$ cat src/rtl/shared_alu_pkg.sv
// shared_alu_pkg: shared widths, opcodes and key constants for the ALU request/response interface.
//   KEY_SIZE    - width of the request/result tag
//   OPCODE_SIZE - width of the opcode field
//   PID_RES     - default operand/result width of the control loops
package shared_alu_pkg;
    localparam int KEY_SIZE    = 4;
    localparam int OPCODE_SIZE = 3;
    localparam int PID_RES     = 16;
    typedef logic [KEY_SIZE-1:0]    key_t;
    typedef logic [OPCODE_SIZE-1:0] op_t;
    localparam key_t KEY_NONE = '0;
    localparam op_t  OP_NOP   = 3'd0;
    localparam op_t  OP_ADD   = 3'd1;
    localparam op_t  OP_SUB   = 3'd2;
    localparam op_t  OP_MUL   = 3'd3;
    localparam op_t  OP_NEG   = 3'd4;
endpackage

$ cat src/rtl/sat_trunc.sv
// sat_trunc: combinational signed clamp from iw bits down to ow bits.
//   din  - signed input, iw bits
//   dout - din clamped to [-2^(ow-1), 2^(ow-1)-1], ow bits
module sat_trunc #(
    parameter int iw = 32,
    parameter int ow = 16
) (
    input  logic signed [iw-1:0] din,
    output logic signed [ow-1:0] dout
);
    // The value fits when every bit from the output sign bit upward is a copy of the sign.
    logic fits;
    assign fits = (&din[iw-1:ow-1]) | ~(|din[iw-1:ow-1]);
    always_comb
        dout = fits ? din[ow-1:0] : din[iw-1] ? {1'b1, {(ow-1){1'b0}}} : {1'b0, {(ow-1){1'b1}}};
endmodule

$ cat src/rtl/shared_alu.sv
// shared_alu: tagged 3-stage ADD/SUB/MUL/NEG pipeline with saturated fixed-point results.
//   clk, rst (sync, active-low), clr (sync flush), en (advance)
//   alu_key_i/alu_op_i/alu_A_i/alu_B_i - request; key 0 = idle
//   alu_key_o/alu_O_o                  - tagged result; key 0 = no result
module shared_alu
    import shared_alu_pkg::*;
#(
    parameter int nbits = PID_RES,
    parameter int frac  = 8
) (
    input  logic                    clk,
    input  logic                    rst,
    input  logic                    clr,
    input  logic                    en,
    input  logic [KEY_SIZE-1:0]     alu_key_i,
    input  logic [OPCODE_SIZE-1:0]  alu_op_i,
    input  logic signed [nbits-1:0] alu_A_i,
    input  logic signed [nbits-1:0] alu_B_i,
    output logic [KEY_SIZE-1:0]     alu_key_o,
    output logic signed [nbits-1:0] alu_O_o
);
    localparam int ww = 2 * nbits;
    key_t                    key1, key2;
    op_t                     op1;
    logic signed [nbits-1:0] a1, b1;
    logic                    mul2;
    logic signed [ww-1:0]    aw, bw, sum, diff, prod, neg, raw_next, raw2, scaled;
    logic signed [nbits-1:0] sat;
    // All arithmetic is done at double width; the product of two sign-extended
    // nbits values is exact in its low 2*nbits bits.
    assign aw   = {{nbits{a1[nbits-1]}}, a1};
    assign bw   = {{nbits{b1[nbits-1]}}, b1};
    assign sum  = aw + bw;
    assign diff = aw - bw;
    assign prod = aw * bw;
    assign neg  = -aw;
    always_comb
        raw_next = op1 == OP_ADD ? sum  :
                   op1 == OP_SUB ? diff :
                   op1 == OP_MUL ? prod :
                   op1 == OP_NEG ? neg  : '0;
    always_comb
        scaled = mul2 ? raw2 >>> frac : raw2;
    sat_trunc #(.iw(ww), .ow(nbits)) u_sat (
        .din  (scaled),
        .dout (sat)
    );
    always_ff @(posedge clk) begin
        if (!rst || clr) begin
            key1      <= KEY_NONE;
            op1       <= OP_NOP;
            a1        <= '0;
            b1        <= '0;
            key2      <= KEY_NONE;
            mul2      <= 1'b0;
            raw2      <= '0;
            alu_key_o <= KEY_NONE;
            alu_O_o   <= '0;
        end else if (en) begin
            key1      <= alu_key_i;
            op1       <= alu_op_i;
            a1        <= alu_A_i;
            b1        <= alu_B_i;
            key2      <= key1;
            mul2      <= op1 == OP_MUL;
            raw2      <= key1 == KEY_NONE ? '0 : raw_next;
            alu_key_o <= key2;
            alu_O_o   <= key2 == KEY_NONE ? '0 : sat;
        end
    end
endmodule

$ cat config.mk
export PLATFORM = sky130hd
export DESIGN_NAME = shared_alu
export DESIGN_NICKNAME = d
export VERILOG_FILES = /design/src/rtl/shared_alu_pkg.sv /design/src/rtl/sat_trunc.sv /design/src/rtl/shared_alu.sv
export SDC_FILE = /design/constraint.sdc
export NUM_CORES = 1
export LEC_CHECK = 0
export CORE_MARGIN = 3
export CORE_UTILIZATION = 65
export DETAILED_ROUTE_END_ITERATION = 8
export DONT_BUFFER_PORTS = 1
export PLACE_DENSITY = 0.93
export SYNTH_ARGS = -nofsm -noshare
export SYNTH_HDL_FRONTEND = slang
export SYNTH_SLANG_ARGS = --single-unit
$ cat constraint.sdc
create_clock -name clk -period 8 [get_ports clk]
set_input_delay 1.6 -clock clk [delete_from_list [all_inputs] [get_ports clk]]
set_output_delay 1.6 -clock clk [all_outputs]
set_load 0.01 [all_outputs]
---- Word level (Yosys, flattened, before mapping) ----
Cells that the tools add are included.
storage, ports and cells
  output and inout bits ................... 20
  register bits ........................... 96
  word-level logic and storage cells ...... 34
  input port bits ......................... 43
operators by class
  bitwise logic cells ..................... 2
  eq/ne operators ......................... 4
  reduce and logical (&&, ||, !) cells .... 6
  multipliers ............................. 1
  add/sub/neg operators ................... 3
  mux-type cells .......................... 9
operators by type and width
  operator              number
  $mux W32              5
  $mux W16              3
  $mul A16 B16 Y32      1
  $neg A16 Y32          1
  $mux W31              1
  $add A16 B16 Y17      1
  $reduce_and A17 Y1    1
  $reduce_or A17 Y1     1
  $sub A16 B16 Y17      1
  $logic_not A4 Y1      2
  $eq A3 B2 Y1 const B  2
  $eq A3 B1 Y1 const B  1
  $eq A3 B3 Y1 const B  1
  $logic_not A1 Y1      1
  $logic_or A1 B1 Y1    1
  $not A1 Y1            1
  $or A1 B1 Y1          1

---- Logic depth before layout (Yosys ltp) ----
Gate-level depths: netlist of the first run.
  word-level depth ........................ 6
  gate-level depth with buffers ........... 23
  gate-level depth less buffers ........... 22

---- Modules after synthesis ----
From an unflattened synthesis of the first run, not the netlist that was laid out.
second synthesis, totals
  cells, all modules ...................... 1,886
  area, all modules ....................... 16,149.2 sq um
by module, submodules not included
  module      seq. area each (sq um)  instances  area each (sq um)  cells an instance
  shared_alu  1,921.8                 1          15,905.3           1,853
  sat_trunc   0.0                     1          244.0              33

---- Worst setup path after synthesis of the first run ----
Ideal clock, no wire load.
  path kind ............................... reg-to-reg
  start point ............................. reg a1[15]
  end point ............................... reg raw2[31]
  clock period less this slack ............ 6.295 ns
  buffers on the path ..................... 1
  data required time ...................... 7.873 ns
  setup slack ............................. 1.705 ns
  arrival ................................. 6.168 ns
  cell stages (with the launch flop) ...... 20
  library setup time ...................... 0.127 ns
  cell sequence ........................... dfxtp_1 clkbuf_1 nand2_1 inv_1 fa_1 fa_1 fa_1 fa_1 fa_1 inv_1 fa_1 inv_1 ha_1 a21o_1 a21oi_1 o21ai_0 o311a_1 a311oi_2 a2111oi_0 or3_1
on the way
  word-level cells in the longest chain between the ends .. 6
  elaborated cells between the ends (all ways) .. 9
  classes of those cells .................. 3 x add/sub; 1 x mul; 5 x mux
ends and longest elaborated chain
  item                                                      RTL line          RTL
  start: declaration                                        shared_alu.sv:25  logic signed [nbits-1:0] a1, b1;
  start signal: assignment                                  shared_alu.sv:62  a1 <= alu_A_i;
  branches (longest 4 deep; another with $mul A16 B16 Y32)  --
  $mux W32 (*)                                              shared_alu.sv:38  raw_next = op1 == OP_ADD ? sum :
  $mux W32 (*)                                              shared_alu.sv:66  raw2 <= key1 == KEY_NONE ? '0 : raw_next;
  end signal: assignment                                    shared_alu.sv:66
  end: declaration                                          shared_alu.sv:27  logic signed [ww-1:0] aw, bw, sum, diff, prod, neg, raw_next, raw2, scaled;
Every way passes the cells marked *.
A chain may end at the register's enable or synchronous reset.

---- Worst setup path in the final report of the first run ----
  start point ............................. reg a1[13]
  end point ............................... reg raw2[31]
The elaborated chain is that of the path after synthesis.

==> results of run 1 <==
==> worst min-delay path by stage <==
stage | end | slack, ns | depth (start not counted)
5_1_grt | raw2[4] | 0.51 | 2
2_1_floorplan | raw2[0] | 0.44 | 2
3_5_place_dp | raw2[29] | 0.48 | 2
6_report | raw2[29] | 0.49 | 2
3_3_place_gp | raw2[0] | 0.46 | 2
4_1_cts | raw2[29] | 0.49 | 2
==> flip-flops by register name, indices dropped and copies added (netlist names) <==
register / flops
alu_key_o: 4
b1: 16
alu_O_o: 16
op1: 3
key1: 4
raw2: 32
a1: 16
mul2: 1
key2: 4
==> per-stage QoR <==
step / util, % / setup slack, ns / std cells / hold slack, ns / power (mW)
after floorplan: - / 1.70 / 1843 / 0.440 / 0.749
after global placement: 67.6 / 1.26 / 2089 / 0.464 / 0.817
after detailed placement: 67.6 / 1.02 / 2089 / 0.476 / 0.832
after CTS: 68.9 / 1.02 / 2105 / 0.487 / 1.29
after global routing: 68.9 / 0.627 / 2105 / 0.507 / 1.35
final: 68.9 / 0.809 / 2105 / 0.487 / 1.30
==> layout by cell type (no fill, tap or decap), drive strengths merged, types with 8 or more instances in the layout <==
cell type and n:
nand2b 20, a21oi 72, o21ai 50, o22ai 11, a211oi 10, nor4 13, o31ai 8, xnor2 28
dfxtp 96, nand3 18, a31oi 15, nor2 156, o211ai 10, a21o 14, nor3 20, buf 17
ha 117, mux2i 66, fa 264, nand2 185, xor2 18, and2 97, o21a 11, inv 325
a22oi 22, nor2b 12, clkbuf 9
==> power by group through the flow <==
| stage | clock network, mW | registers, mW | logic, mW |
|---|---|---|---|
| 2_1_floorplan | 0 | 0.504 | 0.245 |
| 3_3_place_gp | 0 | 0.528 | 0.290 |
| 3_5_place_dp | 0 | 0.529 | 0.303 |
| 4_1_cts | 0.469 | 0.518 | 0.305 |
| 5_1_grt | 0.485 | 0.521 | 0.341 |
| 6_report | 0.472 | 0.520 | 0.312 |
==> worst max-delay path: stages, from the launching register on <==
cell and delay, ns:
dfxtp_1 1.19, nand2_1 0.22, fa_1 0.55, fa_1 0.51, fa_1 0.51, inv_1 0.06, fa_1 0.50, fa_1 0.50
inv_1 0.05, fa_1 0.47, inv_1 0.07, ha_1 0.35, a21oi_1 0.15, o21ai_0 0.19, a22oi_1 0.33, o21ai_1 0.23
o311a_1 0.43, a311oi_2 0.28, a2111oi_0 0.12, or3_1 0.35
==> layout make-up <==
class / count / area [um2]
clock inverter: 7 / 81.3
inverter: 323 / 1210
timing repair buffer: 17 / 128
multi-input combinational: 1334 / 12400
clock buffer: 9 / 225
sequential: 96 / 1920
fill: 1790 / 7400
tap: 319 / 399
==> per-layer routing <==
layer	track usage (%)	up-vias
met4	24.3	0
met5	0	-
met1	43.0	6524
met3	5.79	242
li1	-	5773
met2	61.9	834
==> cells by family (layout without fill, tap and decap cells) <==
family / Yosys count / after routing / share of synthesized area, %
flip-flops: 96 / 96 / 12.1
AND/OR/NAND/NOR: 557 / 557 / 16.6
AO/OA/AOI/OAI: 284 / 284 / 12.2
buffers and inverters: 413 / 356 / 9.91
XOR/XNOR: 46 / 46 / 2.54
multiplexers: 66 / 66 / 4.16
adder cells (fa/ha/maj): 381 / 381 / 42.5
==> results.cfg, run 1 <==
[worst_setup_path]
reg2reg_from = a1[13]
crit_fanout = 22
cp-startpoint = a1[13]
rr_worst_depth = 19
cp-end-kind = flop
cp.arrival_ns = 7.43
cp-endpoint = raw2[31]
reg2reg_to = raw2[31]
crit_path_start_kind = flop
worst_ep_required_time_ns = 8.24
reg2reg_slack_ns = 0.81
critPathKind = reg2reg

[clocking]
cts_htree_levels = 3
cts_hold_buf = 0
cts_tree = yes
path_clk_slew_ns = 0.08
cts.sink_count = 96
post_cts_resize_count = 0
clk_latency_ns = 0.37
clockBufferDepth = 2
cts_made_buffers = 9
post_cts_buffers = 0
cts-root-buf = clkbuf_16

[drt]
via_per_inst = 6.35
route.detailed.drc = 0
wl_met3_um = 4000
wirelength_um = 46600
wire_per_inst_um = 22.1
postRouteAntennaNets = 0
top_layer = met4
routed-wl-met2_um = 22600
vias = 13373
drtIter0Drc = 1421
drt-met1-wl_um = 16500
drtPass1Iterations = 6

[logic_synthesis]
synthFlopType = dfxtp_1
synthCells = 1843
synth_area_mm2 = 0.0159
synth_cell_types = 77
syn_area_per_cell_um2 = 8.62
ys_ff_latch = 96
yosysWarnings = 0
synthTopCellsByCount = inv_1, fa_1, nand2_1, nor2_1, ha_1
seq_area_frac_synth_pct = 12.1
synth-edff-count = 0
yosysTopAreaCell = fa_1
yosys.cell_count.top_type = inv_1
synth_top_area_share_pct = 33.3
netlist_top_cells_area = fa_1, dfxtp_1, ha_1, inv_1, nand2_1
syn_nets = 2267
async_flop_share_pct = 0

[grt]
grt_pass1_vias = 14395
grt_max_degree = 81
grt_pass1_wl_um = 74500
grt-ovfl-total = 0
grt.total_usage_pct = 36.6
antenna_found_initial = 1

[timing]
rsz0062_at_grt = false
slew_violations = 0
hold_viol_final = 0
setup_tns_ns = 0
fin_crit_ns = 7.19
fin_skew_ns = 0.0226
worst_pin_slew_ns = 1.31
timing.fmax_ghz = 0.139
finalSetupViolCount = 0
fin_crit_sh_pct = 89.9
slew_headroom_pct = 12.8

[power_and_ir_drop]
p_sw_share_pct = 36.3
comb_power_share_pct = 23.9
irDropWorstVdd_mv = 0.122
power-per-cell-area_mw_per_mm2 = 79.7
power_frac_seq_pct = 39.9
clock_power_share_pct = 36.2
p_leak_nw = 7.99
cell_internal_pwr_mw = 0.831
switchingPower_mw = 0.473

[finish]
drive_gt1_share_pct = 3.02
area_delta_synth_final_pct = 2.99
nets = 2205
num_antenna_cells = 0
design_area_mm2 = 0.0164

[hold_path]
hold_path_class = reg2reg
hp-start = raw2[29]

[placement]
place_area_mm2 = 0.0161
gp_routability_congestion = 1.03
portBuffers = 0
hpwl_um = 36600

[outcome]
status = finished, final reports clean

[floorplanning]
die_width_um = 162
dieArea_mm2 = 0.0263
core-area_mm2 = 0.0238
io_pins = 63
start_util_pct = 66.9
die_h_um = 162
placementRows = 56

[job]
cap_violations = 0
Power figures use the tool's default switching activity.
==> run 2, diff against run 1 <==
TNS_END_PERCENT = 20   (was not set)
==> results of run 2 <==
No change in the layout: final DEF, timing and power equal those of run 1.
==> run 3, diff against run 2 <==
SYNTH_HIERARCHICAL = 1   (was not set)
==> run 3 against run 2 <==
  * Clock skew is 0.0053 ns lower
  * Clock-buffer cell count stayed put
  * Combinational power is 2% higher
  * Critical path type unchanged
  * Critical path depth is 3 higher
  * Die area is 1.6% higher
  * Final cell count is 1.8% higher
  * Synthesized cell count is 2.3% higher
  * Largest power group unchanged
==> results.cfg, run 3 <==
[outcome]
status = finished, final reports clean

[logic_synthesis]
synth_area_mm2 = 0.0161
netlist_top_cells_area = fa_1, dfxtp_1, ha_1, inv_1, nand2_1
synth_top_area_share_pct = 32.7
async_flop_share_pct = 0
yosysTopAreaCell = fa_1
synthCells = 1886
syn_area_per_cell_um2 = 8.56
ys_ff_latch = 96
synth_cell_types = 74
syn_nets = 2310
synthTopCellsByCount = inv_1, fa_1, nand2_1, nor2_1, ha_1
yosysWarnings = 6
synthFlopType = dfxtp_1
seq_area_frac_synth_pct = 11.9
yosys.cell_count.top_type = inv_1
synth-edff-count = 0

[hold_path]
min_path_cells = 2
hold_path_class = reg2reg
hp-start = raw2[29]
min_to = raw2[29]

[grt]
grt_pass1_wl_um = 74400
antenna_found_initial = 1
grt-ovfl-total = 0
grt_pass1_vias = 14676
grt_max_degree = 81
grt.total_usage_pct = 35.6

[worst_setup_path]
critPathKind = reg2reg
crit_path_start_kind = flop
worst_ep_required_time_ns = 8.28
crit_chain = ha_1 > inv_1 > fa_1 > inv_1 > fa_1 > inv_1 > fa_1 > inv_1 > fa_1 > fa_1 > inv_1 > fa_1 > inv_1 > ha_1 > a211oi_1 > a21oi_1 > o211a_1 > a21boi_0 > a211oi_1 > xnor2_1 > o21ai_0 > a221oi_1
reg2reg_slack_ns = 0.79
cp.arrival_ns = 7.48
crit_path_top_delay_cell = dfxtp_1
crit_fanout = 20
reg2reg_to = raw2[31]
slowest_delay_ns = 1.11
cp-end-kind = flop
rr_worst_depth = 22
reg2reg_from = a1[7]

[power_and_ir_drop]
power-per-cell-area_mw_per_mm2 = 79.3
irDropWorstVdd_mv = 0.137
p_leak_nw = 8.24

[drt]
wire_per_inst_um = 21.5
drtIter0Drc = 1629
route.detailed.drc = 0
drtPass1Iterations = 7
postRouteAntennaNets = 0
via_per_inst = 6.40
vias = 13714
wirelength_um = 46100

[timing]
hold_viol_final = 0
slew_headroom_pct = 16.8
fin_skew_ns = 0.0173
fin_crit_ns = 7.21
timing.fmax_ghz = 0.139
worst_pin_slew_ns = 1.25
fin_crit_sh_pct = 90.1
setup_tns_ns = 0
finalSetupViolCount = 0
setup_slack_ns = 0.794
slew_violations = 0
rsz0062_at_grt = false

[clocking]
post_cts_resize_count = 0
cts_tree = yes
cts_htree_levels = 3
cts.sink_count = 96
cts-root-buf = clkbuf_16
post_cts_buffers = 0
clk_latency_ns = 0.37
cts_hold_buf = 0
clockBufferDepth = 2
path_clk_slew_ns = 0.08
cts_made_buffers = 9

[finish]
largest_reg_flops = 32
final_cell_mix = inv_1, fa_1, nand2_1
regArea_mm2 = 0.00192
final_common_cell = inv_1
fillers = 1816
regMostFlops = raw2
nets = 2236
drive_gt1_share_pct = 4.02
area_delta_synth_final_pct = 2.60
multi_input_area_mm2 = 0.0126

[placement]
post-place-ws_ns = 1.03
portBuffers = 0
hpwl_um = 35200
gp_routability_congestion = 1.04

[job]
cap_violations = 0

[floorplanning]
die_width_um = 164
start_util_pct = 66.2
die_h_um = 164
placementRows = 57
io_pins = 63
core-area_mm2 = 0.0244
dieArea_mm2 = 0.0268
-- run 3: cell types whose count changed after synthesis, moves of 7 or more --
cell,before,now
mux2_2,0,23
mux2i_1,66,51
or3_1,5,12
nand2_1,184,176
nor3_1,20,28
clkbuf_1,77,84
o21ai_0,46,64
inv_1,321,333
-- run 3: layout make-up --
cell class | count | share of cell area [%]
Inverter | 334 | 7.57
Clock inverter | 7 | 0.491
Clock buffer | 9 | 1.36
Antenna cell | 1 | 0.0151
Multi-Input combinational cell | 1360 | 76.0
Tap cell | 324 | 2.45
Timing Repair Buffer | 11 | 0.498
Sequential cell | 96 | 11.6
-- run 3: logic make-up after synthesis --
kind of cell	count (synthesis)	synth area share, %
AOI/OAI and AO/OA	299	12.4
xor gates and xnor gates	48	2.60
adders and majority gates	381	41.8
buffers and inverters	430	10.1
DFF	96	11.9
muxes	74	4.76
and+or+nand+nor	558	16.4
-- run 3: per-stage QoR --
| step | cell area [um2] | utilization (%) | std cells | hold WS [ns] | power [mW] |
|---|---|---|---|---|---|
| 2_1_floorplan | 16100 | - | 1886 | 0.437 | 0.756 |
| 5_1_grt | 16600 | 67.9 | 2142 | 0.518 | 1.36 |
| 3_3_place_gp | 16300 | 66.7 | 2125 | 0.453 | 0.824 |
| 3_5_place_dp | 16300 | 66.7 | 2125 | 0.475 | 0.835 |
| 6_report | 16600 | 67.9 | 2142 | 0.486 | 1.31 |
| 4_1_cts | 16600 | 67.9 | 2141 | 0.486 | 1.30 |
-- run 3: how the worst max path moves through the flow --
| stage | from | endpoint | slack [ns] | cells past startpoint |
|---|---|---|---|---|
| after detailed placement | a1[7] | raw2[21] | 1.03 | 22 |
| after floorplan | a1[15] | raw2[30] | 1.87 | 19 |
| after CTS | a1[7] | raw2[31] | 1.0 | 22 |
| final | a1[7] | raw2[31] | 0.79 | 22 |
| after global routing | a1[7] | raw2[31] | 0.48 | 22 |
| after global placement | a1[7] | raw2[23] | 1.09 | 21 |
-- run 3: routing by layer --
layer | up-vias | global-route usage [%] | share of wire [%]
met5 | - | 0 | 0
met4 | 0 | 21.5 | 6.9
met3 | 289 | 6.97 | 10
met2 | 920 | 60.3 | 49
met1 | 6620 | 41.7 | 34
li1 | 5885 | - | -
-- run 3: report_power, final --
part,leakage [nW],internal (mW),switching [mW],total (mW)
logic,7.31,0.126,0.190,0.317
clock network,0.153,0.249,0.225,0.475
registers,0.777,0.485,0.0372,0.522
total,8.24,0.861,0.453,1.31
-- run 3: critical path: cells and delay by family (launching register included) --
family / cells / cell delay (ns)
xor+xnor: 1 / 0.17
buf+inv: 6 / 0.36
compound gates: 7 / 1.69
flops: 1 / 1.11
fa+ha+maj: 8 / 3.78
